File: src/rtl/systolic_pkg.sv
// Shared sizing, scheduler state encoding and result vector type for the systolic job sequencer.
package systolic_pkg;
  localparam int unsigned N         = 4;
  localparam int unsigned DATA_W    = 32;
  localparam int unsigned ACC_W     = 64;
  localparam int unsigned LAT       = 4;
  localparam int unsigned OUT_DEPTH = 8;

  typedef enum logic [1:0] {IDLE, LOAD, STREAM, DRAIN} sched_state_t;

  typedef logic [N-1:0][ACC_W-1:0] result_vec_t;
endpackage

File: src/rtl/sync_fifo.sv
// Show-ahead synchronous FIFO with occupancy count; head entry is presented on rd_data.
module sync_fifo #(
  parameter int unsigned WIDTH = 8,
  parameter int unsigned DEPTH = 8
) (
  input  logic                         clk,
  input  logic                         rst_n,
  input  logic                         wr_en,
  input  logic [WIDTH-1:0]             wr_data,
  input  logic                         rd_en,
  output logic [WIDTH-1:0]             rd_data,
  output logic                         empty,
  output logic                         full,
  output logic [$clog2(DEPTH+1)-1:0]   count
);
  localparam int unsigned CW = $clog2(DEPTH + 1);
  localparam int unsigned PW = (DEPTH > 1) ? $clog2(DEPTH) : 1;

  logic [PW-1:0]    wr_ptr_q, wr_ptr_d, rd_ptr_q, rd_ptr_d;
  logic [CW-1:0]    count_q, count_d;
  logic [WIDTH-1:0] mem_q [DEPTH];
  logic             wr_ok, rd_ok;

  function automatic logic [PW-1:0] next_ptr(input logic [PW-1:0] p);
    return (p == PW'(DEPTH - 1)) ? '0 : p + PW'(1);
  endfunction

  assign empty   = (count_q == '0);
  assign full    = (count_q == DEPTH[CW-1:0]);
  assign count   = count_q;
  assign rd_data = mem_q[rd_ptr_q];
  assign wr_ok   = wr_en && !full;
  assign rd_ok   = rd_en && !empty;

  always_comb begin
    wr_ptr_d = wr_ptr_q;
    rd_ptr_d = rd_ptr_q;
    count_d  = count_q;
    if (wr_ok) wr_ptr_d = next_ptr(wr_ptr_q);
    if (rd_ok) rd_ptr_d = next_ptr(rd_ptr_q);
    case ({wr_ok, rd_ok})
      2'b10:   count_d = count_q + CW'(1);
      2'b01:   count_d = count_q - CW'(1);
      default: count_d = count_q;
    endcase
  end

  always_ff @(posedge clk or negedge rst_n) begin
    if (!rst_n) begin
      wr_ptr_q <= '0;
      rd_ptr_q <= '0;
      count_q  <= '0;
    end else begin
      wr_ptr_q <= wr_ptr_d;
      rd_ptr_q <= rd_ptr_d;
      count_q  <= count_d;
    end
  end

  always_ff @(posedge clk) begin
    if (wr_ok) mem_q[wr_ptr_q] <= wr_data;
  end
endmodule

File: src/rtl/systolic_sched.sv
// Job sequencer for the 4x4 weight-stationary array: weight latch, input skew, output de-skew,
// credit-limited admission and a result FIFO behind a valid/ready port.
module systolic_sched #(
  parameter int unsigned N         = systolic_pkg::N,
  parameter int unsigned DATA_W    = systolic_pkg::DATA_W,
  parameter int unsigned ACC_W     = systolic_pkg::ACC_W,
  parameter int unsigned LAT       = systolic_pkg::LAT,
  parameter int unsigned OUT_DEPTH = systolic_pkg::OUT_DEPTH
) (
  input  logic                    clk,
  input  logic                    rst,
  input  logic                    w_valid,
  output logic                    w_ready,
  input  logic [N*N*DATA_W-1:0]   w_data,
  input  logic                    x_valid,
  output logic                    x_ready,
  input  logic [N*DATA_W-1:0]     x_data,
  input  logic                    x_last,
  output logic [N*N*DATA_W-1:0]   arr_weight,
  output logic [N*DATA_W-1:0]     arr_in,
  input  logic [N*ACC_W-1:0]      arr_re,
  output logic                    y_valid,
  input  logic                    y_ready,
  output logic [N*ACC_W-1:0]      y_data,
  output logic                    y_last,
  output logic                    busy
);
  import systolic_pkg::*;

  localparam int unsigned CNT_W   = $clog2(OUT_DEPTH + 1);
  localparam int unsigned TAG_LEN = LAT + N;
  localparam logic [CNT_W:0] CREDITS = OUT_DEPTH[CNT_W:0];

  sched_state_t            state_q, state_d;
  logic [N*N*DATA_W-1:0]   wt_q, wt_d;
  logic                    wt_loaded_q, wt_loaded_d;
  logic [CNT_W-1:0]        inflight_q, inflight_d, fifo_count;
  logic [TAG_LEN-1:0]      tag_v_q, tag_v_d, tag_l_q, tag_l_d;
  logic                    x_acc, fifo_wr, y_fire, fifo_empty, fifo_full, head_last;
  logic [N*ACC_W-1:0]      aligned;

  assign x_acc      = x_valid && x_ready;
  assign fifo_wr    = tag_v_q[TAG_LEN-1];
  assign y_fire     = y_valid && y_ready;
  assign arr_weight = wt_q;
  assign busy       = (state_q != IDLE) || (inflight_q != '0);
  assign y_valid    = !fifo_empty;
  assign y_last     = y_valid && head_last;

  always_comb begin
    state_d     = state_q;
    wt_d        = wt_q;
    wt_loaded_d = wt_loaded_q;
    w_ready     = 1'b0;
    x_ready     = 1'b0;
    case (state_q)
      IDLE: begin
        w_ready = 1'b1;
        if (w_valid) begin
          wt_d        = w_data;
          wt_loaded_d = 1'b1;
          state_d     = LOAD;
        end else if (x_valid && wt_loaded_q) begin
          state_d = STREAM;
        end
      end
      LOAD:   state_d = STREAM;
      STREAM: begin
        x_ready = ({1'b0, inflight_q} + {1'b0, fifo_count}) < CREDITS;
        if (x_valid && x_ready && x_last) state_d = DRAIN;
      end
      DRAIN:   if (inflight_q == '0) state_d = IDLE;
      default: state_d = IDLE;
    endcase
  end

  // Tags track every pipeline slot so bubbles and post-reset array residue are never written.
  always_comb begin
    tag_v_d    = {tag_v_q[TAG_LEN-2:0], x_acc};
    tag_l_d    = {tag_l_q[TAG_LEN-2:0], x_acc && x_last};
    inflight_d = inflight_q;
    case ({x_acc, fifo_wr})
      2'b10:   inflight_d = inflight_q + CNT_W'(1);
      2'b01:   inflight_d = inflight_q - CNT_W'(1);
      default: inflight_d = inflight_q;
    endcase
  end

  always_ff @(posedge clk or negedge rst) begin
    if (!rst) begin
      state_q     <= IDLE;
      wt_q        <= '0;
      wt_loaded_q <= 1'b0;
      inflight_q  <= '0;
      tag_v_q     <= '0;
      tag_l_q     <= '0;
    end else begin
      state_q     <= state_d;
      wt_q        <= wt_d;
      wt_loaded_q <= wt_loaded_d;
      inflight_q  <= inflight_d;
      tag_v_q     <= tag_v_d;
      tag_l_q     <= tag_l_d;
    end
  end

  // Row r sits behind r+2 registers: one capture stage at accept plus r cycles of skew.
  for (genvar r = 0; r < N; r++) begin : g_skew
    localparam int unsigned LEN = r + 2;
    logic [DATA_W-1:0] line_q [LEN];
    logic [DATA_W-1:0] line_d [LEN];

    always_comb begin
      line_d[0] = x_acc ? x_data[r*DATA_W +: DATA_W] : '0;
      for (int unsigned k = 1; k < LEN; k++) line_d[k] = line_q[k-1];
    end

    always_ff @(posedge clk or negedge rst) begin
      if (!rst) begin
        for (int unsigned k = 0; k < LEN; k++) line_q[k] <= '0;
      end else begin
        line_q <= line_d;
      end
    end

    assign arr_in[r*DATA_W +: DATA_W] = line_q[LEN-1];
  end

  for (genvar j = 0; j < N; j++) begin : g_deskew
    if (j == N - 1) begin : g_direct
      assign aligned[j*ACC_W +: ACC_W] = arr_re[j*ACC_W +: ACC_W];
    end else begin : g_delay
      localparam int unsigned D = N - 1 - j;
      logic [ACC_W-1:0] dl_q [D];
      logic [ACC_W-1:0] dl_d [D];

      always_comb begin
        dl_d[0] = arr_re[j*ACC_W +: ACC_W];
        for (int unsigned k = 1; k < D; k++) dl_d[k] = dl_q[k-1];
      end

      always_ff @(posedge clk or negedge rst) begin
        if (!rst) begin
          for (int unsigned k = 0; k < D; k++) dl_q[k] <= '0;
        end else begin
          dl_q <= dl_d;
        end
      end

      assign aligned[j*ACC_W +: ACC_W] = dl_q[D-1];
    end
  end

  sync_fifo #(
    .WIDTH (N*ACC_W + 1),
    .DEPTH (OUT_DEPTH)
  ) u_out_fifo (
    .clk     (clk),
    .rst_n   (rst),
    .wr_en   (fifo_wr),
    .wr_data ({tag_l_q[TAG_LEN-1], aligned}),
    .rd_en   (y_fire),
    .rd_data ({head_last, y_data}),
    .empty   (fifo_empty),
    .full    (fifo_full),
    .count   (fifo_count)
  );

  a_fifo_bound: assert property (@(posedge clk) disable iff (!rst)
    fifo_count <= OUT_DEPTH[CNT_W-1:0]);
  a_write_space: assert property (@(posedge clk) disable iff (!rst)
    !(fifo_wr && fifo_full));
endmodule

File: config.mk
export PLATFORM = sky130hd
export DESIGN_NAME = systolic_sched
export DESIGN_NICKNAME = d
export VERILOG_FILES = /design/src/rtl/systolic_pkg.sv /design/src/rtl/sync_fifo.sv /design/src/rtl/systolic_sched.sv
export SDC_FILE = /design/constraint.sdc
export NUM_CORES = 2
export LEC_CHECK = 0
export BUFFER_PORTS_ARGS = -buffer_cell sky130_fd_sc_hd__buf_2
export CAP_MARGIN = 25
export CORE_AREA = 2 2 700 702
export CTS_BUF_LIST = sky130_fd_sc_hd__clkbuf_4
export CTS_CLUSTER_DIAMETER = 120
export DETAILED_ROUTE_END_ITERATION = 6
export DIE_AREA = 0 0 702 704
export PLACE_DENSITY_LB_ADDON = 0.05
export SLEW_MARGIN = 30
export SYNTH_ARGS = -nofsm -noshare
export SYNTH_HDL_FRONTEND = slang
export SYNTH_SLANG_ARGS = --single-unit
File: constraint.sdc
create_clock -name clk -period 26.1 [get_ports clk]
set_input_delay 5.22 -clock clk [delete_from_list [all_inputs] [get_ports clk]]
set_output_delay 5.22 -clock clk [all_outputs]
set_load 0.03 [all_outputs]
======== Yosys cells after proc, flatten, opt, wreduce, memory -nomap -nowiden ========
Memory sizes are Yosys's and may differ from the RTL's.
Index checks and enable logic that the tools add are counted.
W data, S select, Z words.
word-level totals
  input bits .............................. 902
  register bits ........................... 1377
  logic and storage cells ................. 89
  output and inout port bits .............. 901
  memories kept ........................... 1
  bits in writable memories ............... 2056
memory list
  name              depth  bits a word  rd ports  clocked after Yosys merged registers in  write ports  line             RTL
  u_out_fifo.mem_q  8      257          1         0                                        1            sync_fifo.sv:21  logic [WIDTH-1:0] mem_q [DEPTH];
cells by class
  reductions and logical operators ........ 21
  order comparisons ....................... 1
  mux-type cells .......................... 17
  equality and inequality tests ........... 13
  add/subtract/negate cells ............... 7
operators by type and width
  kind                   number
  $mux W32               4
  $pmux W4 S2            2
  $logic_and A1 B1 Y1    9
  $add A4 B1 Y4 const B  2
  $eq A2 B2 Y1 const B   4
  $logic_not A4 Y1       2
  $mux W2                4
  $pmux W2 S4            1
  $sub A4 B1 Y4 const B  2
  $add A3 B1 Y3 const B  2
  $eq A2 B1 Y1 const B   3
  $eq A3 B3 Y1 const B   2
  $mux W3                2
  $reduce_bool A2 Y1     3
  $add A4 B4 Y5          1
  $lt A5 B4 Y1 const B   1
  $eq A4 B4 Y1 const B   1
  $mux W1                4
  $ne A2 B2 Y1 const B   2
  $reduce_bool A4 Y1     1
  $ne A3 B3 Y1 const B   1
  $reduce_and A3 Y1      1
  $logic_not A1 Y1       2
  $logic_not A2 Y1       1
  2 further kinds        2

======== Logic depth before layout (Yosys ltp) ========
  word-level depth ........................ 6
  gate-level depth with buffers ........... 14
  gate-level depth less buffers ........... 13

======== By module ========
From an unflattened synthesis, not the netlist that was laid out.
second synthesis, totals
  cells, all modules ...................... 5181
  area, all modules ....................... 119289.4 um2
modules (own cells, without submodules)
  module          cells an instance  sequential area each (um2)  times used  area each (um2)
  sync_fifo       3040               61989.5                     1           77692.0
  systolic_sched  2141               34207.8                     1           41597.4

======== Worst setup path before layout ========
OpenSTA, ideal clock, no wires.
  path type ............................... register to register
  start ................................... register u_out_fifo.count_q[3] (netlist: u_out_fifo.count[3])
  end ..................................... memory u_out_fifo.mem_q[0][0] (netlist bit) (enable)
  buffers on the path ..................... 1
  arrival ................................. 24.868 ns
  clock period less this slack ............ 26.369 ns
  library setup time ...................... 1.502 ns
  stages on the path, launching flop included .. 5
  path slack .............................. -0.269 ns
  data required time ...................... 24.598 ns
  cells stage by stage .................... dfrtp_1 inv_1 o41ai_1 clkbuf_1 nor4_1
between the ends
  cells in the longest elaborated chain, start to end .. 5
RTL lines
  what                           line             RTL
  start: declaration             sync_fifo.sv:20  logic [CW-1:0] count_q, count_d;
  start signal: assignment       sync_fifo.sv:56  count_q <= count_d;
  $eq A4 B4 Y1                   sync_fifo.sv:29  assign full = (count_q == DEPTH[CW-1:0]);
  $logic_not A1 Y1               sync_fifo.sv:32  assign wr_ok = wr_en && !full;
  $logic_and A1 B1 Y1            sync_fifo.sv:32
  $mux W1                        sync_fifo.sv:61  if (wr_ok) mem_q[wr_ptr_q] <= wr_data;
  $mux W1 (not written as such)  sync_fifo.sv:61
  end: declaration               sync_fifo.sv:21
No other way between the ends.

======== Final worst setup path ========
  start ................................... register u_out_fifo.rd_ptr_q[1]
  end ..................................... output port y_data[74]
between the ends
  cells in the longest elaborated chain, start to end .. 1
RTL lines
  what                      line                  RTL
  start: declaration        sync_fifo.sv:19       logic [PW-1:0] wr_ptr_q, wr_ptr_d, rd_ptr_q, rd_ptr_d;
  start signal: assignment  sync_fifo.sv:55       rd_ptr_q <= rd_ptr_d;
  $mem_v2 Z8 W257           n/a
  end: declaration          systolic_sched.sv:24  output logic [N*ACC_W-1:0] y_data,
No other way between the ends.

==> impl_metrics.py <==
metrics = {
    "die": {
        "die_w_um": 702,
        "num_rows": 257,
        "die_h_um": 704,
        "fp.dieArea_sq_mm": 0.494,
        "io-pin-count": 1803,
        "core_area_sq_mm": 0.487,
        "start_util_pct": 24.5,
    },
    "grt": {
        "grt_pass1_vias": 70100,
        "grt_max_degree": 165,
        "grt_pass1_wl_um": 648000,
        "overflow": 0,
        "grt.total_usage_pct": 19.7,
        "antenna_found_initial": 420,
    },
    "drt": {
        "drc": 0,
        "drt_iter0_markers": 4460,
        "routed_via_density": 4.30,
        "ant_nets": 0,
        "wl_um": 488000,
        "vias": 65900,
        "drt_pass1_iterations": 5,
        "routedWlPerCell_um": 31.8,
    },
    "final_layout": {
        "final_cell_area_sq_mm": 0.150,
        "seqCellArea_sq_mm": 0.0962,
        "fill_cells": 48500,
        "drive_gt1_share_pct": 55.9,
        "final_util_pct": 30.7,
        "multiInputGateArea_sq_mm": 0.0219,
        "area_growth_pct": 25.6,
        "finalNonFillerCells": 15300,
        "num-nets-final": 8884,
    },
    "synthesis": {
        "synth-seq-cells": 3433,
        "synth_top_area_cell": "edfxtp_1",
        "synthArstFlopShare_pct": 40.1,
        "synth_ff_type": "edfxtp_1",
        "synth_cells": 5180,
        "synth_fp_nets": 6099,
        "syn_avg_cell_area_sq_um": 23.0,
        "synth_area_sq_mm": 0.119,
        "synth_seq_area_share_pct": 80.7,
        "synth_edf_count": 2056,
        "synth.distinct_cells": 39,
        "ys_warn_count": 0,
        "synth_top_area_share_pct": 51.8,
        "yosys-top-cells-count": "edfxtp_1 (2056), dfrtp_1 (1377), mux2_2 (772)",
        "yosysMostFrequentCell": "edfxtp_1",
        "synth_area_leaders": "edfxtp_1 (52%), dfrtp_1 (29%), mux4_2 (9.7%)",
    },
    "timing": {
        "min_period_over_period_pct": 45.1,
        "hold_viol": 0,
        "timing.fmax_mhz": 85.0,
        "setup_violations": 0,
        "fin_tns_setup_ps": 0,
        "worst_pin_slew_ps": 1030,
        "skew_ps": 144,
        "fin_crit_ps": 11760,
        "setup_slack_ps": 14340,
        "max_slew_margin_pct": 31.3,
        "maxSlewViolCount": 0,
        "rsz0062_at_grt": "no",
        "hold_slack_ps": 259,
    },
    "setup_path": {
        "cp_max_fo": 47,
        "cp-start-kind": "flop",
        "crit_path_end_kind": "primary output",
        "cp.arrival_ps": 6540,
        "crit_required_ps": 20880,
        "critPathKind": "reg -> out",
    },
    "power": {
        "p_per_area_mw_per_mm2": 120,
        "max-vdd-ir-drop_mv": 0.0981,
        "p_leak_nw": 58.8,
        "total_power_mw": 17.9,
    },
    "cts": {
        "htree_levels": 7,
        "cts_sinks": 3433,
        "hold_buffers": 0,
        "post_cts_buffers": 0,
        "cts_buffers": 1096,
        "clockBufferDepth": 5,
        "clkTransAtPathRegs_ps": 60,
        "clk_latency_ps": 1630,
        "root_buffer": "clkbuf_4",
        "cts_tree": "done",
        "cts_resized": 0,
    },
    "placement": {
        "post-dp-hpwl_um": 342000,
        "dp_slack_ps": 15360,
        "numPortBuffers": 1802,
        "dp.cells": 13300,
        "routabilityCongestion": 0.921,
        "dpl_cell_area_sq_mm": 0.136,
    },
    "status": {
        "run_status": "finished, final reports clean",
    },
    "job": {
        "maxCapViolations": 0,
    },
    "min_path": {
        "holdCritPathClass": "reg -> reg",
    },
}
-- cells in the final DEF (no fill, tap or decap), types with 5 or more instances in the layout --
cell       netlist  final
clkbuf_4         0   1577
clkinv_2         0     14
buf_6           30     12
o21ai_0          8      8
and3_1         129    129
buf_2           89   1800
dfrtp_1       1377   1374
xor2_1           5      5
buf_12           0     12
nand2b_1         6      6
diode_2          0    208
buf_16           0      7
buf_4            0     86
ha_1            16     16
inv_2            0     15
bufinv_16        0      6
mux4_2         514    514
clkinv_1         0    171
inv_1           13     13
edfxtp_1      2056   2056
nand2_1         10      9
mux2_2         772    772
-- worst max-delay path, stage by stage (launching register included) --
cell	delay, ps
dfrtp_4	950
buf_4	460
buf_16	290
buf_4	700
buf_4	730
buf_4	660
mux4_2	410
mux2_2	320
buf_2	230
-- flip-flops by register name (all words and copies together) (netlist names), 3 cells and up --
register and flops:
aligned 128, arr_in 128, arr_weight 512, g_deskew.g_delay.dl_d 192
g_deskew.g_delay.dl_q 64, g_skew.line_d 320, inflight_q 4, tag_l_q 8
tag_v_q 8, u_out_fifo.count 4, u_out_fifo.mem_q 2056, u_out_fifo.rd_ptr_q 3
u_out_fifo.wr_ptr_q 3
-- where the power goes --
group          switching [mW]  internal [mW]
registers               0.457           6.44
clock network            2.38           2.80
logic                    3.83           2.01
-- layout make-up --
| cell class | count | area share (%) |
|---|---|---|
| timing repair buffer | 1917 | 6.83 |
| multi-input combinational | 1504 | 14.6 |
| antenna | 208 | 0.348 |
| clock buffer | 1577 | 7.91 |
| clock inverter | 207 | 0.638 |
| sequential | 3433 | 64.2 |
| tap | 6475 | 5.41 |
| inverter | 13 | 0.0326 |
-- cell families after synthesis --
logic type	synth area share [%]
buf+inv	1.05
fa+ha+maj	0.185
flops	80.7
xor+xnor	0.0514
mux	17.0
compound gates	0.124
simple gates	0.868
-- per-layer routing --
metal  GRT usage, %  part of all wire (%)
met3           7.86                   9.3
met2           29.0                    44
met1           26.2                    44
met4           6.68                   3.1
met5              0                 0.075
-- path summary, 6_finish.rpt --
check	from	end	slack, ps	depth (start not counted)
worst max-delay path	u_out_fifo.rd_ptr_q[1]$_DFFE_PN0P_	y_data[74]	14340	8
worst min-delay path	g_skew[3].line_d[1]$_DFF_PN0_	arr_in[97]$_DFF_PN0_	260	0
min in group asynchronous	rst	arr_weight[363]$_DFFE_PN0P_	3470	1
worst min register to register	g_skew[3].line_d[1]$_DFF_PN0_	arr_in[97]$_DFF_PN0_	260	0
max in group asynchronous	rst	g_deskew[0].g_delay.dl_d[118]$_DFF_PN0_	18990	5
worst max register to register	u_out_fifo.count[0]$_DFFE_PN0P_	u_out_fifo.mem_q[0][202]$_DFFE_PP_	21290	7
No activity file was read; power rests on OpenSTA's default activity.
